**src/rtl/led_seq_ctrl.sv**
```systemverilog
// led_seq_ctrl: drives the 8-LED bar with a pattern engine.
// The engine has a programmable-rate tick, a five-mode pattern FSM,
// a debounced mode button and a run/pause gate.
// All outputs are registered.
module led_seq_ctrl #(
    parameter int PRESCALE = 524288,
    parameter int DEB_CYC  = 250000
) (
    input  logic       iCLK,
    input  logic       iRST_N,
    input  logic       iBTN_MODE,
    input  logic [1:0] iSPEED,
    input  logic       iRUN,
    output logic [7:0] oLED,
    output logic [2:0] oMODE,
    output logic       oTICK
);

    localparam int CNT_W = $clog2(PRESCALE);
    localparam int DEB_W = $clog2(DEB_CYC);

    typedef enum logic [2:0] {
        MODE_SHR    = 3'd0,
        MODE_SHL    = 3'd1,
        MODE_BOUNCE = 3'd2,
        MODE_BLINK  = 3'd3,
        MODE_OFF    = 3'd4
    } mode_t;

    // Button path
    logic             sync1_q, sync1_d;
    logic             sync2_q, sync2_d;
    logic             deb_q, deb_d;
    logic [DEB_W-1:0] deb_cnt_q, deb_cnt_d;
    logic             rise_q, rise_d;

    // Tick generator
    logic [CNT_W-1:0] presc_q, presc_d;
    logic [CNT_W-1:0] period_m1;
    logic             tick_now;
    logic             tick_q, tick_d;

    // Pattern engine (dir: 0 = moving right, 1 = moving left)
    mode_t            mode_q, mode_d;
    logic [7:0]       led_q, led_d;
    logic             dir_q, dir_d;

    // Two-flop synchronizer feeding the debouncer.
    // The debounced level flips after DEB_CYC consecutive disagreeing samples.
    always_comb begin
        sync1_d   = iBTN_MODE;
        sync2_d   = sync1_q;
        deb_d     = deb_q;
        deb_cnt_d = '0;
        rise_d    = 1'b0;
        if (sync2_q != deb_q) begin
            if (deb_cnt_q == DEB_W'(DEB_CYC - 1)) begin
                deb_d     = ~deb_q;
                deb_cnt_d = '0;
                // Only a press (0->1) requests a mode advance.
                rise_d    = ~deb_q;
            end else begin
                deb_cnt_d = deb_cnt_q + DEB_W'(1);
            end
        end
    end

    // Button path registers.
    always_ff @(posedge iCLK) begin
        if (!iRST_N) begin
            sync1_q   <= 1'b0;
            sync2_q   <= 1'b0;
            deb_q     <= 1'b0;
            deb_cnt_q <= '0;
            rise_q    <= 1'b0;
        end else begin
            sync1_q   <= sync1_d;
            sync2_q   <= sync2_d;
            deb_q     <= deb_d;
            deb_cnt_q <= deb_cnt_d;
            rise_q    <= rise_d;
        end
    end

    // Prescaler: '>=' makes a mid-count speed-up tick at once instead of wrapping.
    always_comb begin
        period_m1 = CNT_W'((PRESCALE >> iSPEED) - 1);
        tick_now  = iRUN && (presc_q >= period_m1);
        tick_d    = tick_now;
        presc_d   = presc_q;
        if (iRUN) begin
            presc_d = tick_now ? '0 : presc_q + CNT_W'(1);
        end
        // A mode advance restarts the tick period from zero.
        if (rise_q) begin
            presc_d = '0;
        end
    end

    // Prescaler and tick pulse registers.
    always_ff @(posedge iCLK) begin
        if (!iRST_N) begin
            presc_q <= '0;
            tick_q  <= 1'b0;
        end else begin
            presc_q <= presc_d;
            tick_q  <= tick_d;
        end
    end

    // Mode FSM and pattern step.
    // A mode advance outranks a coincident tick: the pattern loads unshifted.
    always_comb begin
        mode_d = mode_q;
        led_d  = led_q;
        dir_d  = dir_q;
        case (mode_q)
            MODE_SHR, MODE_SHL, MODE_BOUNCE, MODE_BLINK, MODE_OFF: begin
                if (rise_q) begin
                    case (mode_q)
                        MODE_SHR:    begin mode_d = MODE_SHL;    led_d = 8'h01; end
                        MODE_SHL:    begin mode_d = MODE_BOUNCE; led_d = 8'h80; dir_d = 1'b0; end
                        MODE_BOUNCE: begin mode_d = MODE_BLINK;  led_d = 8'hFF; end
                        MODE_BLINK:  begin mode_d = MODE_OFF;    led_d = 8'h00; end
                        default:     begin mode_d = MODE_SHR;    led_d = 8'h80; end
                    endcase
                end else if (tick_now) begin
                    case (mode_q)
                        MODE_SHR: led_d = {led_q[0], led_q[7:1]};
                        MODE_SHL: led_d = {led_q[6:0], led_q[7]};
                        MODE_BOUNCE: begin
                            if (!dir_q) begin
                                led_d = {led_q[0], led_q[7:1]};
                                if (led_d == 8'h01) dir_d = 1'b1;
                            end else begin
                                led_d = {led_q[6:0], led_q[7]};
                                if (led_d == 8'h80) dir_d = 1'b0;
                            end
                        end
                        MODE_BLINK: led_d = ~led_q;
                        default:    led_d = 8'h00;
                    endcase
                end
            end
            default: begin
                // Unreachable codes recover to SHR with its initial pattern.
                mode_d = MODE_SHR;
                led_d  = 8'h80;
                dir_d  = 1'b0;
            end
        endcase
    end

    // Mode, pattern and bounce-direction registers.
    always_ff @(posedge iCLK) begin
        if (!iRST_N) begin
            mode_q <= MODE_SHR;
            led_q  <= 8'h80;
            dir_q  <= 1'b0;
        end else begin
            mode_q <= mode_d;
            led_q  <= led_d;
            dir_q  <= dir_d;
        end
    end

    assign oLED  = led_q;
    assign oMODE = mode_q;
    assign oTICK = tick_q;

endmodule

```
**config.mk**
```make
export PLATFORM = sky130hd
export DESIGN_NAME = led_seq_ctrl
export DESIGN_NICKNAME = d
export VERILOG_FILES = /design/src/rtl/led_seq_ctrl.sv
export SDC_FILE = /design/constraint.sdc
export NUM_CORES = 1
export LEC_CHECK = 0
export ABC_CLOCK_PERIOD_IN_PS = 3510
export CORE_AREA = 5 5 84 86
export DETAILED_ROUTE_END_ITERATION = 6
export DIE_AREA = 0 0 89 91
export PLACE_DENSITY_LB_ADDON = 0.15
export SYNTH_ARGS = -nofsm -noshare
export SYNTH_HDL_FRONTEND = slang
export SYNTH_SLANG_ARGS = --single-unit
```
**constraint.sdc**
```tcl
create_clock -name iCLK -period 3.51 [get_ports iCLK]
set_clock_uncertainty 0.1 [all_clocks]
set_input_delay 1.053 -clock iCLK [delete_from_list [all_inputs] [get_ports iCLK]]
set_output_delay 1.053 -clock iCLK [all_outputs]
set_load 0.1 [all_outputs]
```
## Word-level counts from Yosys, hierarchy flattened

Index checks and enable logic that the tools add are counted.

| storage, ports and cells | value |
|---|---|
| flip-flop bits (word level) | 54 |
| output and inout bits | 12 |
| input port bits | 6 |
| word-level logic and storage cells | 53 |

| operators by class | value |
|---|---|
| muxes and demuxes | 14 |
| reduce and logical (&&, ||, !) cells | 11 |
| $lt $le $gt $ge | 1 |
| add/sub/neg operators | 3 |
| shift operators | 1 |
| bitwise gates (word level) | 4 |
| equal/unequal tests | 9 |

Operators by type and width:

| cell | count |
|---|---|
| case mux 8 bit (4 select lines) | 1 |
| 2-to-1 mux 8 bit | 3 |
| case mux 8 bit (3 select lines) | 1 |
| right shift 20 x 2 -> 19 bit, first input constant | 1 |
| adder 19 x 1 -> 19 bit, second input constant | 1 |
| greater-or-equal comparator 19 bit | 1 |
| 2-to-1 mux 19 bit | 1 |
| subtractor 19 x 2 -> 19 bit, second input constant | 1 |
| adder 18 x 1 -> 18 bit, second input constant | 1 |
| == test 18 bit, second input constant | 1 |
| case mux 3 bit (4 select lines) | 1 |
| == test 8 x 1 -> 1 bit, second input constant | 1 |
| == test 8 bit, second input constant | 1 |
| inverter 8 bit | 1 |
| 2-to-1 mux 1 bit | 7 |
| == test 3 x 2 -> 1 bit, second input constant | 2 |
| AND reduction 3 bit | 2 |
| OR reduction 5 bit | 1 |
| AND reduction 2 bit | 2 |
| nonzero test 2 bit | 2 |
| == test 3 x 1 -> 1 bit, second input constant | 1 |
| == test 3 bit, second input constant | 1 |
| logical NOT 3 bit | 1 |
| inverter 1 bit | 3 |
| 5 further kinds | 5 |

## Depth between registers and ports, before layout

| depth | value |
|---|---|
| word-level depth | 6 |
| depth in mapped cells | 8 |

## Least setup slack after synthesis

No wires, ideal clock.

| timing path | value |
|---|---|
| kind | in2reg |
| start point | input port iSPEED[1] |
| end point | register led_q[7] (netlist: oLED[7]) |
| cell stages on the path | 8 |
| required time | 3,284 ps |
| data arrival time | 2,620 ps |
| setup time | 126 ps |
| path slack | 664 ps |
| path through | or2_2 -> ha_1 -> nand3_1 -> or3_4 -> o21a_4 -> buf_6 -> a31oi_1 -> o31ai_1 |

| between the ends | value |
|---|---|
| cells in the longest elaborated chain, start to end | 5 |

Ends and longest elaborated chain:

| item | line | text |
|---|---|---|
| start: declaration | 12 | `input logic [1:0] iSPEED,` |
| right shift 20 x 2 -> 19 bit | 87 | `period_m1 = CNT_W'((PRESCALE >> iSPEED) - 1);` |
| subtractor 19 x 2 -> 19 bit | 87 |  |
| greater-or-equal comparator 19 bit | 88 | `tick_now = iRUN && (presc_q >= period_m1);` |
| logical AND 1 bit | 88 |  |
| nonzero test 2 bit (no source line) | n/a |  |
| end signal: assignment | 162 | `led_q <= led_d;` |
| end: declaration | 45 | `logic [7:0] led_q, led_d;` |

No other way between the ends.
A chain may end at the register's enable or synchronous reset.

## Worst setup path in the final report

| timing path | value |
|---|---|
| start point | input port iSPEED[1] |
| end point | register dir_q |

| between the ends | value |
|---|---|
| cells in the longest elaborated chain, start to end | 6 |

Ends and longest elaborated chain:

| item | line | text |
|---|---|---|
| right shift 20 x 2 -> 19 bit | 87 |  |
| subtractor 19 x 2 -> 19 bit | 87 |  |
| greater-or-equal comparator 19 bit | 88 |  |
| logical AND 1 bit | 88 |  |
| nonzero test 2 bit (no source line) | n/a |  |
| AND reduction 3 bit (no source line) | n/a |  |
| end signal: assignment | 163 | `dir_q <= dir_d;` |
| end: declaration | 46 | `logic dir_q, dir_d;` |

No other way between the ends.

==> metrics.md <==
| Metric | Value |
|---|---|
| Status | `completed` |
| Number of global-route vias before repair | `1,981` |
| Worst Path Max Fanout | `12` |
| Finished Layout Cells | `408` |
| Leak pwr | `1.12 nW` |
| CTS clk-pin slew, worst paths | `0.11 ns` |
| Final instance area | `3010 um^2` |
| Clock buffer count from CTS | `5` |
| Main synth FF type | `dfxtp_1` |
| DP HPWL | `3.64 mm` |
| Data arrival, critical path | `3.22 ns` |
| Worst r2r path cells | `4` |
| Final Cycle Share | `0.869` |
| CP required | `3.68 ns` |
| Hold depth | `1` |
| Worst setup margin | `0.460 ns` |
| Initial antenna violation count | `0` |
| Global-route wire length before repair | `9.04 mm` |
| Most frequent cells in the layout | `54 x dfxtp_1, 51 x nor2_1, 24 x nand2_1` |
| Placed Area | `2890 um^2` |
| I/O Buffers | `17` |
| Synth Instances | `313` |
| Power, Total | `1.08 mW` |
| RSZ-0062 raised after global routing | `no` |
| Crit-path slowest cell | `clkdlybuf4s50_1` |
| Initial DRC Count | `147` |
| Post-CTS resize count | `0` |
| CTS Hold Bufs | `0` |
| VDD IR max | `162 uV` |
| Commonest non-fill, non-tap cell in the layout | `dfxtp_1` |
| Register bit total from synthesis | `54` |
| CTS tree | `built` |
| Die Height | `91 um` |
| Slew Limit Fails | `0` |
| Slew HR | `0.520` |
| Fraction of layout cells with a size suffix above 1 | `0.106` |
| FF-to-FF setup slack | `1.47 ns` |
| Wirelength per Cell | `13.0 um` |
| Crit path cell chain | `clkdlybuf4s50_1 > or2_2 > ha_1 > nand3_1 > or3_4 > o21a_4 > nor4_2 > o21ba_1` |
| Starting density of the core | `0.431` |
| Ant. Diodes | `0` |
| Placed cells | `400` |
| Fill count | `612` |
| Synth unique cells | `50` |
| Register area share after synthesis | `0.404` |
| Largest net degree at the start of global routing | `19` |
| Core area | `6200 um^2` |
| Crit path time final | `3.05 ns` |
| # setup viols final | `0` |
| Io pins | `18` |
| Placer congestion estimate | `0.809` |
| Die Wd | `89 um` |
| Clk root buf | `clkbuf_8` |
| Crit Path Category | `input port to register` |
| Setup Buffers After CTS | `0` |
| Least-Margin Pin Slew | `0.701 ns` |
| Setup_tns | `0 ns` |
| Area delta synth->final | `12.5%` |
| Vias per cell | `5.39` |
| Synth Net Count | `324` |
| Nets | `341` |
| Synth warnings | `0` |
| Die ar. | `8100 um^2` |
| Maxcap violations | `0` |
| Total Routed Length | `5.30 mm` |
| # DRC | `0` |
| Ys async rst share | `0` |
| Grt total ovfl | `0` |
| Clock latency on the worst-skew pair | `0.31 ns` |
| Final hold vios | `0` |
| Post-synth EDFFs | `0` |
| Max incr delay on CP | `0.44 ns` |
| Max frequency | `0.328 GHz` |
| Core Rows | `29` |
| Clock sinks | `54` |
| Final antenna-violating net count | `0` |
| CP Capture Type | `register` |
| Vias post-DR | `2,200` |
| Mapped Area | `2670 um^2` |
| Tot GR Track Use | `0.134` |
| Post-layout util | `0.485` |
| CTS Buffer Depth | `2` |
| CTS H-tree lvls | `2` |
| CP startpoint kind | `input port` |
| Min-delay worst type | `register to register` |
| Pwr dens | `360 nW/um^2` |
| DR pass1 iterations | `4` |
| Pre-CTS WS | `0.117 ns` |
| Syn_area_per_cell | `8.54 um^2` |
| Final hold slack | `0.347 ns` |
==> synthesized netlist by cell type (2+ instances only) <==
cell type,n,area [um^2]
a21oi_1,8,40.0
a2bb2oi_1,6,52.6
a31oi_1,8,50.1
and2_1,4,25.0
and3_1,5,31.3
and4_1,3,26.3
buf_2,4,20.0
buf_4,2,15.0
clkbuf_1,3,11.3
dfxtp_1,54,1080
ha_1,5,62.6
inv_1,7,26.3
mux2i_1,2,20.0
nand2_1,24,90.1
nand2b_1,3,18.8
nand3_1,22,110
nand3b_1,3,22.5
nand4_1,10,62.6
nor2_1,51,191
nor2b_1,5,31.3
nor3_1,8,40.0
nor4_1,2,12.5
nor4_2,3,37.5
nor4b_1,2,17.5
o21ai_0,3,15.0
o2bb2ai_1,6,52.6
o31ai_1,2,15.0
or2_1,2,12.5
xnor2_1,14,123
xor2_1,22,193
==> power breakdown <==
group          switching, mW  leakage [nW]  internal [mW]
Clock                  0.216        0.0587          0.217
Combinational         0.0167         0.621         0.0142
Sequential           0.00275         0.436          0.615
Total                  0.236          1.12          0.846
==> final cells by class <==
| cell class | count | area, um^2 | area share |
|---|---|---|---|
| multi-input cells | 241 | 1500 | 0.500 |
| repair buffers | 21 | 183 | 0.0608 |
| well taps | 77 | 96.3 | 0.0320 |
| clock buffers | 5 | 68.8 | 0.0229 |
| inverters | 7 | 26.3 | 0.00874 |
| clock inverters | 3 | 47.5 | 0.0158 |
| flip-flops and latches | 54 | 1080 | 0.360 |
==> state kept, by name, summed over array words and instances, names as in the netlist <==
register and cells:
oMODE 3, oTICK 1, deb_q 1, rise_q 1, presc_q 19, dir_q 1, sync2_q 1, sync1_q 1
deb_cnt_q 18, oLED 8
==> logic make-up (layout without fill, tap and decap cells) <==
kind of cell,Yosys count,in the layout,synth area share
compound gates,44,44,0.120
xor+xnor,36,36,0.118
fa+ha+maj,5,5,0.0234
buf+inv,18,36,0.0328
flops,54,54,0.404
mux,2,2,0.00749
simple gates,154,154,0.294
==> critical path, delay by kind of cell <==
family	cells	cell delay [ns]
AOI/OAI and AO/OA	2	0.43
and+or+nand+nor	4	0.99
buffers and inverters	1	0.44
adders and majority gates	1	0.31
==> final timing paths <==
| path | from | to |
|---|---|---|
| worst max-delay path | iSPEED[1] | dir_q |
| worst min-delay path | sync1_q | sync2_q |
| worst max register to register | oMODE[0] | oLED[0] |
| worst min register to register | sync1_q | sync2_q |
==> routing by layer <==
metal  track usage  share of wire  wire (um)
met4        0.0385          0.016         83
met3        0.0299          0.035        184
met1         0.184           0.49       2610
met2         0.209           0.46       2430
met5             0              0          0
Power figures use the tool's default switching activity.
